===== config.mk =====
export PLATFORM = sky130hd
export DESIGN_NAME = uart_rx_ovs
export DESIGN_NICKNAME = d
export VERILOG_FILES = /design/src/rtl/uart_pkg.sv /design/src/rtl/uart_sync_fifo.sv /design/src/rtl/uart_rx_ovs.sv
export SDC_FILE = /design/constraint.sdc
export NUM_CORES = 1
export LEC_CHECK = 0
export BUFFER_PORTS_ARGS = -buffer_cell sky130_fd_sc_hd__buf_2
export CAP_MARGIN = 20
export CORE_MARGIN = 1
export CORE_UTILIZATION = 38
export DETAILED_ROUTE_END_ITERATION = 10
export PLACE_DENSITY_LB_ADDON = 0.1
export SLEW_MARGIN = 40
export SYNTH_ARGS = -nofsm -noshare
export SYNTH_HDL_FRONTEND = slang
export SYNTH_SLANG_ARGS = --single-unit

===== constraint.sdc =====
create_clock -name I_clk -period 5.53 [get_ports I_clk]
set_input_delay 0.2765 -clock I_clk [delete_from_list [all_inputs] [get_ports I_clk]]
set_output_delay 0.2765 -clock I_clk [all_outputs]
set_load 0.01 [all_outputs]

===== src/rtl/uart_pkg.sv =====
// Shared UART definitions: check modes, receiver states, FIFO entry layout
// and the ceiling-log2 helper used by the TX/RX blocks.
package uart_pkg;

  typedef enum logic [1:0] {
    CHK_NONE = 2'd0,
    CHK_EVEN = 2'd1,
    CHK_ODD  = 2'd2,
    CHK_RSVD = 2'd3
  } chk_e;

  typedef enum logic [2:0] {
    ST_IDLE   = 3'd0,
    ST_START  = 3'd1,
    ST_DATA   = 3'd2,
    ST_PARITY = 3'd3,
    ST_STOP   = 3'd4
  } rx_state_e;

  // Flag positions above the data field of a FIFO entry: {break, ferr, perr, data}
  localparam int unsigned ENT_PERR  = 0;
  localparam int unsigned ENT_FERR  = 1;
  localparam int unsigned ENT_BRK   = 2;
  localparam int unsigned ENT_FLAGS = 3;

  function automatic int unsigned F_width(input int unsigned n);
    int unsigned w;
    w = 1;
    while ((32'd1 << w) < n) w = w + 1;
    return w;
  endfunction

endpackage


===== src/rtl/uart_sync_fifo.sv =====
// Generic synchronous first-word-fall-through FIFO with occupancy output.
// Head data reads as zero while empty.
module uart_sync_fifo
  import uart_pkg::*;
#(
  parameter int unsigned P_WIDTH = 8,
  parameter int unsigned P_DEPTH = 16
) (
  input  logic                      I_clk,
  input  logic                      I_rst,
  input  logic                      I_wr,
  input  logic [P_WIDTH-1:0]        I_wdata,
  input  logic                      I_rd,
  output logic [P_WIDTH-1:0]        O_rdata,
  output logic                      O_empty,
  output logic                      O_full,
  output logic [F_width(P_DEPTH):0] O_fill
);

  localparam int unsigned AW = F_width(P_DEPTH);

  logic [P_WIDTH-1:0] mem_q [P_DEPTH];
  logic [AW-1:0]      wr_ptr_q, wr_ptr_d;
  logic [AW-1:0]      rd_ptr_q, rd_ptr_d;
  logic [AW:0]        cnt_q, cnt_d;
  logic               push, pop;

  // A write while full is accepted only if the head leaves in the same cycle.
  always_comb begin
    O_empty  = (cnt_q == '0);
    O_full   = (cnt_q == (AW+1)'(P_DEPTH));
    pop      = I_rd & ~O_empty;
    push     = I_wr & (~O_full | pop);
    wr_ptr_d = wr_ptr_q + AW'(push);
    rd_ptr_d = rd_ptr_q + AW'(pop);
    cnt_d    = cnt_q + (AW+1)'(push) - (AW+1)'(pop);
  end

  always_ff @(posedge I_clk) begin
    if (I_rst) begin
      wr_ptr_q <= '0;
      rd_ptr_q <= '0;
      cnt_q    <= '0;
    end else begin
      wr_ptr_q <= wr_ptr_d;
      rd_ptr_q <= rd_ptr_d;
      cnt_q    <= cnt_d;
    end
  end

  always_ff @(posedge I_clk) begin
    if (push) mem_q[wr_ptr_q] <= I_wdata;
  end

  assign O_rdata = O_empty ? '0 : mem_q[rd_ptr_q];
  assign O_fill  = cnt_q;

endmodule


===== src/rtl/uart_rx_ovs.sv =====
// Oversampling UART receiver with 3-sample majority vote, runtime frame format,
// parity/framing/break detection and a FWFT frame FIFO.
//   state     | meaning
//   ST_IDLE   | waiting for a synced 1->0 edge on the line
//   ST_START  | checking the start bit; a high vote aborts as a false start
//   ST_DATA   | shifting in C_DATA_WIDTH data bits
//   ST_PARITY | comparing the parity bit (only when a check mode is active)
//   ST_STOP   | checking 1 or 2 stop bits, entry written at the last stop vote
module uart_rx_ovs
  import uart_pkg::*;
#(
  parameter int unsigned C_DATA_WIDTH  = 8,
  parameter int unsigned C_OVS         = 16,
  parameter int unsigned C_DIV_WIDTH   = 16,
  parameter int unsigned C_FIFO_DEPTH  = 16,
  parameter int unsigned C_SYNC_STAGES = 2
) (
  input  logic                           I_clk,
  input  logic                           I_rst,
  input  logic                           I_rx,
  input  logic [C_DIV_WIDTH-1:0]         I_div,
  input  logic [1:0]                     I_check,
  input  logic                           I_stop,
  input  logic                           I_msb,
  output logic [C_DATA_WIDTH-1:0]        O_data,
  output logic                           O_perr,
  output logic                           O_ferr,
  output logic                           O_break,
  output logic                           O_data_v,
  input  logic                           I_data_rdy,
  output logic                           O_overflow,
  output logic [F_width(C_FIFO_DEPTH):0] O_fill,
  output logic                           O_busy
);

  localparam int unsigned SW = F_width(C_OVS);
  localparam int unsigned BW = F_width(C_DATA_WIDTH);
  localparam int unsigned EW = C_DATA_WIDTH + ENT_FLAGS;
  localparam logic [SW-1:0] S_SMP0 = SW'(C_OVS/2 - 1);
  localparam logic [SW-1:0] S_SMP1 = SW'(C_OVS/2);
  localparam logic [SW-1:0] S_VOTE = SW'(C_OVS/2 + 1);
  localparam logic [SW-1:0] S_LAST = SW'(C_OVS - 1);

  logic [C_SYNC_STAGES-1:0] sync_q, sync_d;
  logic                     edge_q, edge_d;
  rx_state_e                state_q, state_d;
  logic [C_DIV_WIDTH-1:0]   tick_q, tick_d, div_q, div_d;
  logic [SW-1:0]            s_q, s_d;
  logic [BW-1:0]            bit_q, bit_d;
  logic [1:0]               smp_q, smp_d;
  logic [C_DATA_WIDTH-1:0]  shift_q, shift_d;
  logic                     perr_q, perr_d, ferr_q, ferr_d, ones_q, ones_d;
  chk_e                     chk_q, chk_d;
  logic                     stop_q, stop_d, msb_q, msb_d;
  logic                     wr_q, wr_d, ovf_q, ovf_d;
  logic [EW-1:0]            went_q, went_d;
  logic                     rx_s, tick, vote, at_vote, at_last;
  logic [EW-1:0]            head;
  logic                     fifo_empty, fifo_full;

  assign rx_s    = sync_q[C_SYNC_STAGES-1];
  assign tick    = (tick_q == div_q);
  assign vote    = (smp_q[0] & smp_q[1]) | (smp_q[0] & rx_s) | (smp_q[1] & rx_s);
  assign at_vote = tick & (s_q == S_VOTE);
  assign at_last = tick & (s_q == S_LAST);

  always_comb begin
    sync_d  = {sync_q[C_SYNC_STAGES-2:0], I_rx};
    edge_d  = rx_s;
    state_d = state_q;
    tick_d  = tick_q;
    div_d   = div_q;
    s_d     = s_q;
    bit_d   = bit_q;
    smp_d   = smp_q;
    shift_d = shift_q;
    perr_d  = perr_q;
    ferr_d  = ferr_q;
    ones_d  = ones_q;
    chk_d   = chk_q;
    stop_d  = stop_q;
    msb_d   = msb_q;
    wr_d    = 1'b0;
    went_d  = went_q;
    ovf_d   = wr_q & fifo_full & ~I_data_rdy;

    if (state_q == ST_IDLE) begin
      // Frame phase and format are fixed at the detected edge.
      if (edge_q && !rx_s) begin
        state_d = ST_START;
        tick_d  = '0;
        s_d     = '0;
        bit_d   = '0;
        shift_d = '0;
        perr_d  = 1'b0;
        ferr_d  = 1'b0;
        ones_d  = 1'b0;
        div_d   = I_div;
        chk_d   = chk_e'(I_check);
        stop_d  = I_stop;
        msb_d   = I_msb;
      end
    end else begin
      tick_d = tick ? '0 : tick_q + C_DIV_WIDTH'(1);
      if (tick) begin
        s_d = (s_q == S_LAST) ? '0 : s_q + SW'(1);
        if (s_q == S_SMP0) smp_d[0] = rx_s;
        if (s_q == S_SMP1) smp_d[1] = rx_s;
      end
      if (at_vote) ones_d = ones_q | vote;

      case (state_q)
        ST_START: begin
          if (at_vote && vote) state_d = ST_IDLE;
          else if (at_last)    state_d = ST_DATA;
        end
        ST_DATA: begin
          if (at_vote) begin
            shift_d = msb_q ? {shift_q[C_DATA_WIDTH-2:0], vote}
                            : {vote, shift_q[C_DATA_WIDTH-1:1]};
          end
          if (at_last) begin
            if (bit_q == BW'(C_DATA_WIDTH - 1)) begin
              bit_d   = '0;
              state_d = (chk_q == CHK_EVEN || chk_q == CHK_ODD) ? ST_PARITY : ST_STOP;
            end else begin
              bit_d = bit_q + BW'(1);
            end
          end
        end
        ST_PARITY: begin
          if (at_vote) perr_d = vote ^ (^shift_q) ^ (chk_q == CHK_ODD);
          if (at_last) state_d = ST_STOP;
        end
        ST_STOP: begin
          if (at_vote) begin
            ferr_d = ferr_q | ~vote;
            if (bit_q == BW'(stop_q)) begin
              wr_d                               = 1'b1;
              went_d[C_DATA_WIDTH-1:0]           = shift_q;
              went_d[C_DATA_WIDTH + ENT_PERR]    = perr_q;
              went_d[C_DATA_WIDTH + ENT_FERR]    = ferr_d;
              went_d[C_DATA_WIDTH + ENT_BRK]     = ~ones_d;
              state_d                            = ST_IDLE;
            end
          end else if (at_last) begin
            bit_d = bit_q + BW'(1);
          end
        end
        default: state_d = ST_IDLE;
      endcase
    end
  end

  always_ff @(posedge I_clk) begin
    if (I_rst) begin
      sync_q  <= '1;
      edge_q  <= 1'b1;
      state_q <= ST_IDLE;
      tick_q  <= '0;
      div_q   <= '0;
      s_q     <= '0;
      bit_q   <= '0;
      smp_q   <= '0;
      shift_q <= '0;
      perr_q  <= 1'b0;
      ferr_q  <= 1'b0;
      ones_q  <= 1'b0;
      chk_q   <= CHK_NONE;
      stop_q  <= 1'b0;
      msb_q   <= 1'b0;
      wr_q    <= 1'b0;
      went_q  <= '0;
      ovf_q   <= 1'b0;
    end else begin
      sync_q  <= sync_d;
      edge_q  <= edge_d;
      state_q <= state_d;
      tick_q  <= tick_d;
      div_q   <= div_d;
      s_q     <= s_d;
      bit_q   <= bit_d;
      smp_q   <= smp_d;
      shift_q <= shift_d;
      perr_q  <= perr_d;
      ferr_q  <= ferr_d;
      ones_q  <= ones_d;
      chk_q   <= chk_d;
      stop_q  <= stop_d;
      msb_q   <= msb_d;
      wr_q    <= wr_d;
      went_q  <= went_d;
      ovf_q   <= ovf_d;
    end
  end

  uart_sync_fifo #(
    .P_WIDTH (EW),
    .P_DEPTH (C_FIFO_DEPTH)
  ) u_fifo (
    .I_clk   (I_clk),
    .I_rst   (I_rst),
    .I_wr    (wr_q),
    .I_wdata (went_q),
    .I_rd    (I_data_rdy),
    .O_rdata (head),
    .O_empty (fifo_empty),
    .O_full  (fifo_full),
    .O_fill  (O_fill)
  );

  assign O_data     = head[C_DATA_WIDTH-1:0];
  assign O_perr     = head[C_DATA_WIDTH + ENT_PERR];
  assign O_ferr     = head[C_DATA_WIDTH + ENT_FERR];
  assign O_break    = head[C_DATA_WIDTH + ENT_BRK];
  assign O_data_v   = ~fifo_empty;
  assign O_overflow = ovf_q;
  assign O_busy     = (state_q != ST_IDLE) | wr_q;

endmodule

[After elaboration in Yosys (flattened, before gate mapping)]
Memory sizes are Yosys's and may differ from the RTL's. A register that Yosys moved wholly into a read port is not among the register bits.
Index checks and enable logic that the tools add are counted.
Storage, ports and cells
  register bits: 88
  bits in writable memories: 176
  input port bits: 24
  output and inout port bits: 19
  logic and storage cells: 148
  memories kept: 1
Memory list
  u_fifo.mem_q: words 16, bits a word 11, rd ports 1, clocked after Yosys merged registers in 1, wr ports 1, line uart_sync_fifo.sv:22  | logic [P_WIDTH-1:0] mem_q [P_DEPTH];
Cells by class
  add/sub/neg operators: 7
  equality and inequality tests: 23
  multiplexer cells: 45
  bitwise operators: 25
  reduce and logical (&&, ||, !) cells: 25
Operator list (count)
  two-way mux 16 bit: 3
  two-way mux 3 bit: 16
  two-way mux 8 bit: 5
  inequality test 3 bit, second input constant: 7
  two-way mux 4 bit: 5
  adder 16 x 1 -> 16 bit, second input constant: 1
  == test 16 bit: 1
  AND reduction 3 bit: 5
  two-way mux 1 bit: 13
  == test 4 bit, second input constant: 3
  one-hot mux 3 bit (4 select lines): 1
  two-way mux 11 bit: 1
  nonzero test 2 bit: 5
  AND 1 bit: 9
  adder 4 x 1 -> 4 bit: 2
  inverter 1 bit: 8
  XOR reduction 8 bit: 1
  AND reduction 7 bit: 1
  == test 3 x 2 -> 1 bit, second input constant: 2
  == test 3 bit, second input constant: 2
  OR 1 bit: 6
  one-hot mux 3 bit (2 select lines): 1
  nonzero test 3 bit: 2
  adder 5 x 1 -> 5 bit: 1
  21 further kinds: 24

[Longest topological paths before layout]
  word-level depth: 8
  mapped depth: 12
  mapped depth without buffers: 12

[By module]
Synthesis repeated with hierarchy kept, for this count alone.
Second synthesis, totals
  cells, all modules: 813
  area, all modules: 11297.1 um2
By module, submodules not included
  uart_sync_fifo: times used 1, cells an instance 374, area an instance 7589.8 um2, seq. area each 5545.3 um2
  uart_rx_ovs: times used 1, cells an instance 439, area an instance 3707.3 um2, seq. area each 1501.4 um2

[Least setup slack after synthesis]
No wires, ideal clock.
  path type: register to register
  from: register u_fifo.cnt_q[3], in the netlist u_fifo.O_fill[3]
  to: register u_fifo.cnt_q[4], in the netlist u_fifo.O_fill[4]
  setup time: 70 ps
  arrival: 2509 ps
  data required time: 5460 ps
  path slack: 2950 ps
  stages on the path, launching flop included: 13
  path buffers: 0
  clock period less this slack: 2580 ps
  cells stage by stage: dfxtp_1 inv_1 ha_1 nor4b_1 nor2b_1 ha_1 inv_1 ha_1 fa_1 a21oi_1 nor2_1 or3_1 a21oi_1
Between the ends
  longest elaborated chain between the ends: 7
  elaborated cells on any way between the ends: 9
  those cells by class: 2 x add/sub; 1 x eq/ne; 5 x bitwise; 1 x reduce/logical
Ends and longest elaborated chain
  start, declared: line uart_sync_fifo.sv:25  | logic [AW:0] cnt_q, cnt_d;
  start signal, assigned: line uart_sync_fifo.sv:47  | cnt_q <= cnt_d;
  zero test 5 bit: line uart_sync_fifo.sv:30  | O_empty = (cnt_q == '0);
  inverter 1 bit: line uart_sync_fifo.sv:32  | pop = I_rd & ~O_empty;
  AND 1 bit: line uart_sync_fifo.sv:32
  OR 1 bit: line uart_sync_fifo.sv:33  | push = I_wr & (~O_full | pop);
  AND 1 bit: line uart_sync_fifo.sv:33
  adder 5 x 1 -> 5 bit: line uart_sync_fifo.sv:36  | cnt_d = cnt_q + (AW+1)'(push) - (AW+1)'(pop);
  subtractor 5 x 1 -> 5 bit (*): line uart_sync_fifo.sv:36
Every way passes the cells marked *; elsewhere a longest branch is shown, timed or not.
A chain may end at the register's enable or synchronous reset.

==> flow_summary_export.csv <==
group,metric,value,unit
worst_setup_path,worstPathCellList,"buf_6 > mux4_2 > mux4_2 > and2_1 > buf_2",
place,placed_area,0.0118,sq mm
worst_setup_path,cp_common_cell,"mux4_2",
logic_synthesis,synth-edff-count,176,
sta,fin_crit_sh,0.567,
sta,worstMarginPinSlew,0.764,ns
cts,cts.clk_slew.worst_paths,0.06,ns
drt,antenna_left,0,
power_and_ir_drop,p_sw,1.23,mW
sta,timing.fmax,0.319,GHz
die,fp-row-count,62,
final_layout,stdcell_area,0.0130,sq mm
worst_setup_path,arrival,2.86,ns
die,chipHeight,173,um
cts,clockBufferDepth,3,
logic_synthesis,synth_fp_nets,823,
worst_setup_path,slowest_stage,"mux4_2",
drt,wl_per_cell,19.9,um
sta,clock_skew,0.0129,ns
final_layout,multi_input_area,0.00395,sq mm
cts,clock_sinks,264,
sta,finalSetupTns,0,ns
sta,period_minus_slack,3.14,ns
worst_setup_path,slowest_delay,0.60,ns
global_route,grt_pass1_wl,38.5,mm
min_path,hp-class,"in -> reg",
logic_synthesis,synth_seq_cells,264,
global_route,grt_pass1_vias,6794,
drt,drc,0,
worst_setup_path,cp.required,5.25,ns
worst_setup_path,crit_type,"reg -> out",
power_and_ir_drop,cell_internal_pwr,3.72,mW
cts,cts.repair.resized,0,
logic_synthesis,async_flop_share,0,
die,coreArea,0.0288,sq mm
power_and_ir_drop,p_clk_frac,0.386,
drt,vias,6558,
cts,cts_buffers,29,
die,die_w,173,um
final_layout,nFillCells,2586,
logic_synthesis,synthCells,782,
die,pin_count,43,
cts,cts_tree,"yes",
global_route,overflow,0,
cts,cts_htree_levels,1,
logic_synthesis,synth_top_area_cell,"edfxtp_1",
power_and_ir_drop,p_per_area,381,mW/mm^2
sta,setup_viol,0,
logic_synthesis,netlist_area,0.0112,sq mm
sta,rsz0062_at_grt,"false",
drt,via_per_inst,5.27,
logic_synthesis,yosysWarnings,0,
final_layout,antenna_cells,0,
logic_synthesis,synth_seq_area_share,0.631,
die,start_util,0.388,
worst_setup_path,setup.worst_path.start_class,"flip-flop",
place,io_buffers,42,
final_layout,final_common_cell,"edfxtp_1",
logic_synthesis,yosysTopAreaCellShare,0.473,
final_layout,area_growth,16.3,%
worst_setup_path,crit_path_max_fanout,44,
cts,postCtsSetupRepairBufs,0,
power_and_ir_drop,combPwrFrac,0.173,
final_layout,seq_area,0.00705,sq mm
power_and_ir_drop,vdd_drop_max,207,uV
flow_run,max-cap-violations,0,
global_route,grtUsageTotal,0.166,
final_layout,final_cell_mix,"176 x edfxtp_1, 84 x dfxtp_1, 67 x nand2_1, 55 x mux4_2",
logic_synthesis,synth.area.top_cells,"edfxtp_1 47%, dfxtp_1 16%, mux4_2 11%",
final_layout,final_nets,881,
sta,hold_viol_final,0,
place,hpwl,15.0,mm
logic_synthesis,synth_area_per_cell,14.3,sq um
power_and_ir_drop,p_leak,4.34,nW
power_and_ir_drop,switching_share,0.249,
cts,root_buffer,"clkbuf_16",
die,die-area,0.0301,sq mm
drt,totalWireLength,24.8,mm
sta,slew_viol_final,0,
logic_synthesis,ys.flop_type,"edfxtp_1",
global_route,grt_max_degree,102,
cts,clk_latency,0.53,ns
final_layout,layout-drive-gt1-share,0.213,
drt,drtIter0Drc,433,
sta,relSlewSlack,0.491,
logic_synthesis,yosys.cell_types.count,53,
status,status,"complete, no violations",
worst_setup_path,critPathCaptureType,"output port",
power_and_ir_drop,p_seq_frac,0.441,
drt,first_pass_iters,4,
place,gp_congestion,0.793,
global_route,antenna_found_initial,0,
## Yosys cell counts, drive strengths merged, types with 2 or more instances
cell type / count
edfxtp: 176
dfxtp: 88
nand2: 69
mux4: 55
nor2: 53
a21oi: 41
clkbuf: 30
mux2i: 23
o21ai: 22
xor2: 22
nor2b: 18
ha: 16
inv: 16
buf: 15
a311oi: 14
nor3: 14
and2: 13
nand3: 12
xnor2: 12
or3: 10
o41ai: 9
nand2b: 7
nor4: 6
and3: 5
nand4: 4
or2: 4
o211ai: 3
a31oi: 2
a41oi: 2
and4: 2
nand3b: 2
nand4b: 2
o31a: 2
or4: 2
## state kept, by name, summed over array words and instances, names as in the netlist, 2 cells and up
name,flops
chk_q,2
went_q,11
shift_q,8
u_fifo.O_fill,5
u_fifo.mem_q,176
sync_q,2
bit_q,3
state_q,3
smp_q,2
tick_q,16
s_q,4
u_fifo.rd_ptr_q,4
div_q,16
u_fifo.wr_ptr_q,4
## path summary, 6_finish.rpt
kind	slack [ns]	start	end	cells past startpoint
worst max-delay path	2.39	u_fifo.rd_ptr_q[0]	O_data[0]	5
worst min-delay path	0.08	I_data_rdy	O_overflow	3
worst max register to register	2.61	u_fifo.O_fill[2]	u_fifo.O_fill[4]	12
worst min register to register	0.41	sync_q[0]	sync_q[1]	1
## final cells by class
cell class / instances / share of cell area
Inverter: 16 / 0.00462
Clock inverter: 17 / 0.0140
Tap cell: 384 / 0.0370
Sequential cell: 264 / 0.543
Clock buffer: 35 / 0.0591
Timing Repair Buffer: 72 / 0.0383
Multi-Input combinational cell: 457 / 0.304
## power by group through the flow
stage                     sequential, mW  clock, mW  combinational, mW
final                               2.18       1.91              0.854
after global routing                2.19       2.03              0.937
after CTS                           2.18       1.96              0.874
after detailed placement            2.23          0              0.860
after global placement              2.22          0              0.840
after floorplan                     2.18          0              0.669
## repair_timing
action                                  in CTS  in global routing
hold buffers                                21                  0
endpoints found under the setup margin       0                  0
endpoints found under the hold margin       21                  0
## critical path, delay by kind of cell, from the launching register on
family        cells  cell delay, ns
simple gates      1            0.18
mux               2            1.08
flops             1            0.35
buf+inv           2            0.63
## cell families (layout without fill, tap and decap cells)
group	Yosys count	after routing	synth area share
DFF	264	264	0.631
and+or+nand+nor	225	225	0.101
AOI/OAI and AO/OA	101	101	0.0634
xor gates and xnor gates	34	34	0.0267
adders and majority gates	18	18	0.0206
muxes	79	79	0.133
buffers and inverters	61	140	0.0245
## layer usage
metal	track usage	part of all wire	vias to the layer above
met3	0.0195	0.031	47
li1	-	-	3077
met2	0.305	0.53	132
met1	0.204	0.42	3302
met4	0.0520	0.026	0
met5	0	0	-
## metrics by stage
stage / cells / utilization / total power, mW / hold slack, ns / setup slack (ns)
after global routing: 1245 / 0.451 / 5.16 / 0.109 / 2.22
after detailed placement: 1172 / 0.411 / 3.09 / 0.399 / 2.60
after CTS: 1245 / 0.451 / 5.02 / 0.0671 / 2.34
final: 1245 / 0.451 / 4.95 / 0.0830 / 2.39
after floorplan: 782 / - / 2.85 / 0.380 / 2.95
after global placement: 1171 / 0.408 / 3.06 / 0.401 / 2.65
No activity file was read; power rests on OpenSTA's default activity.
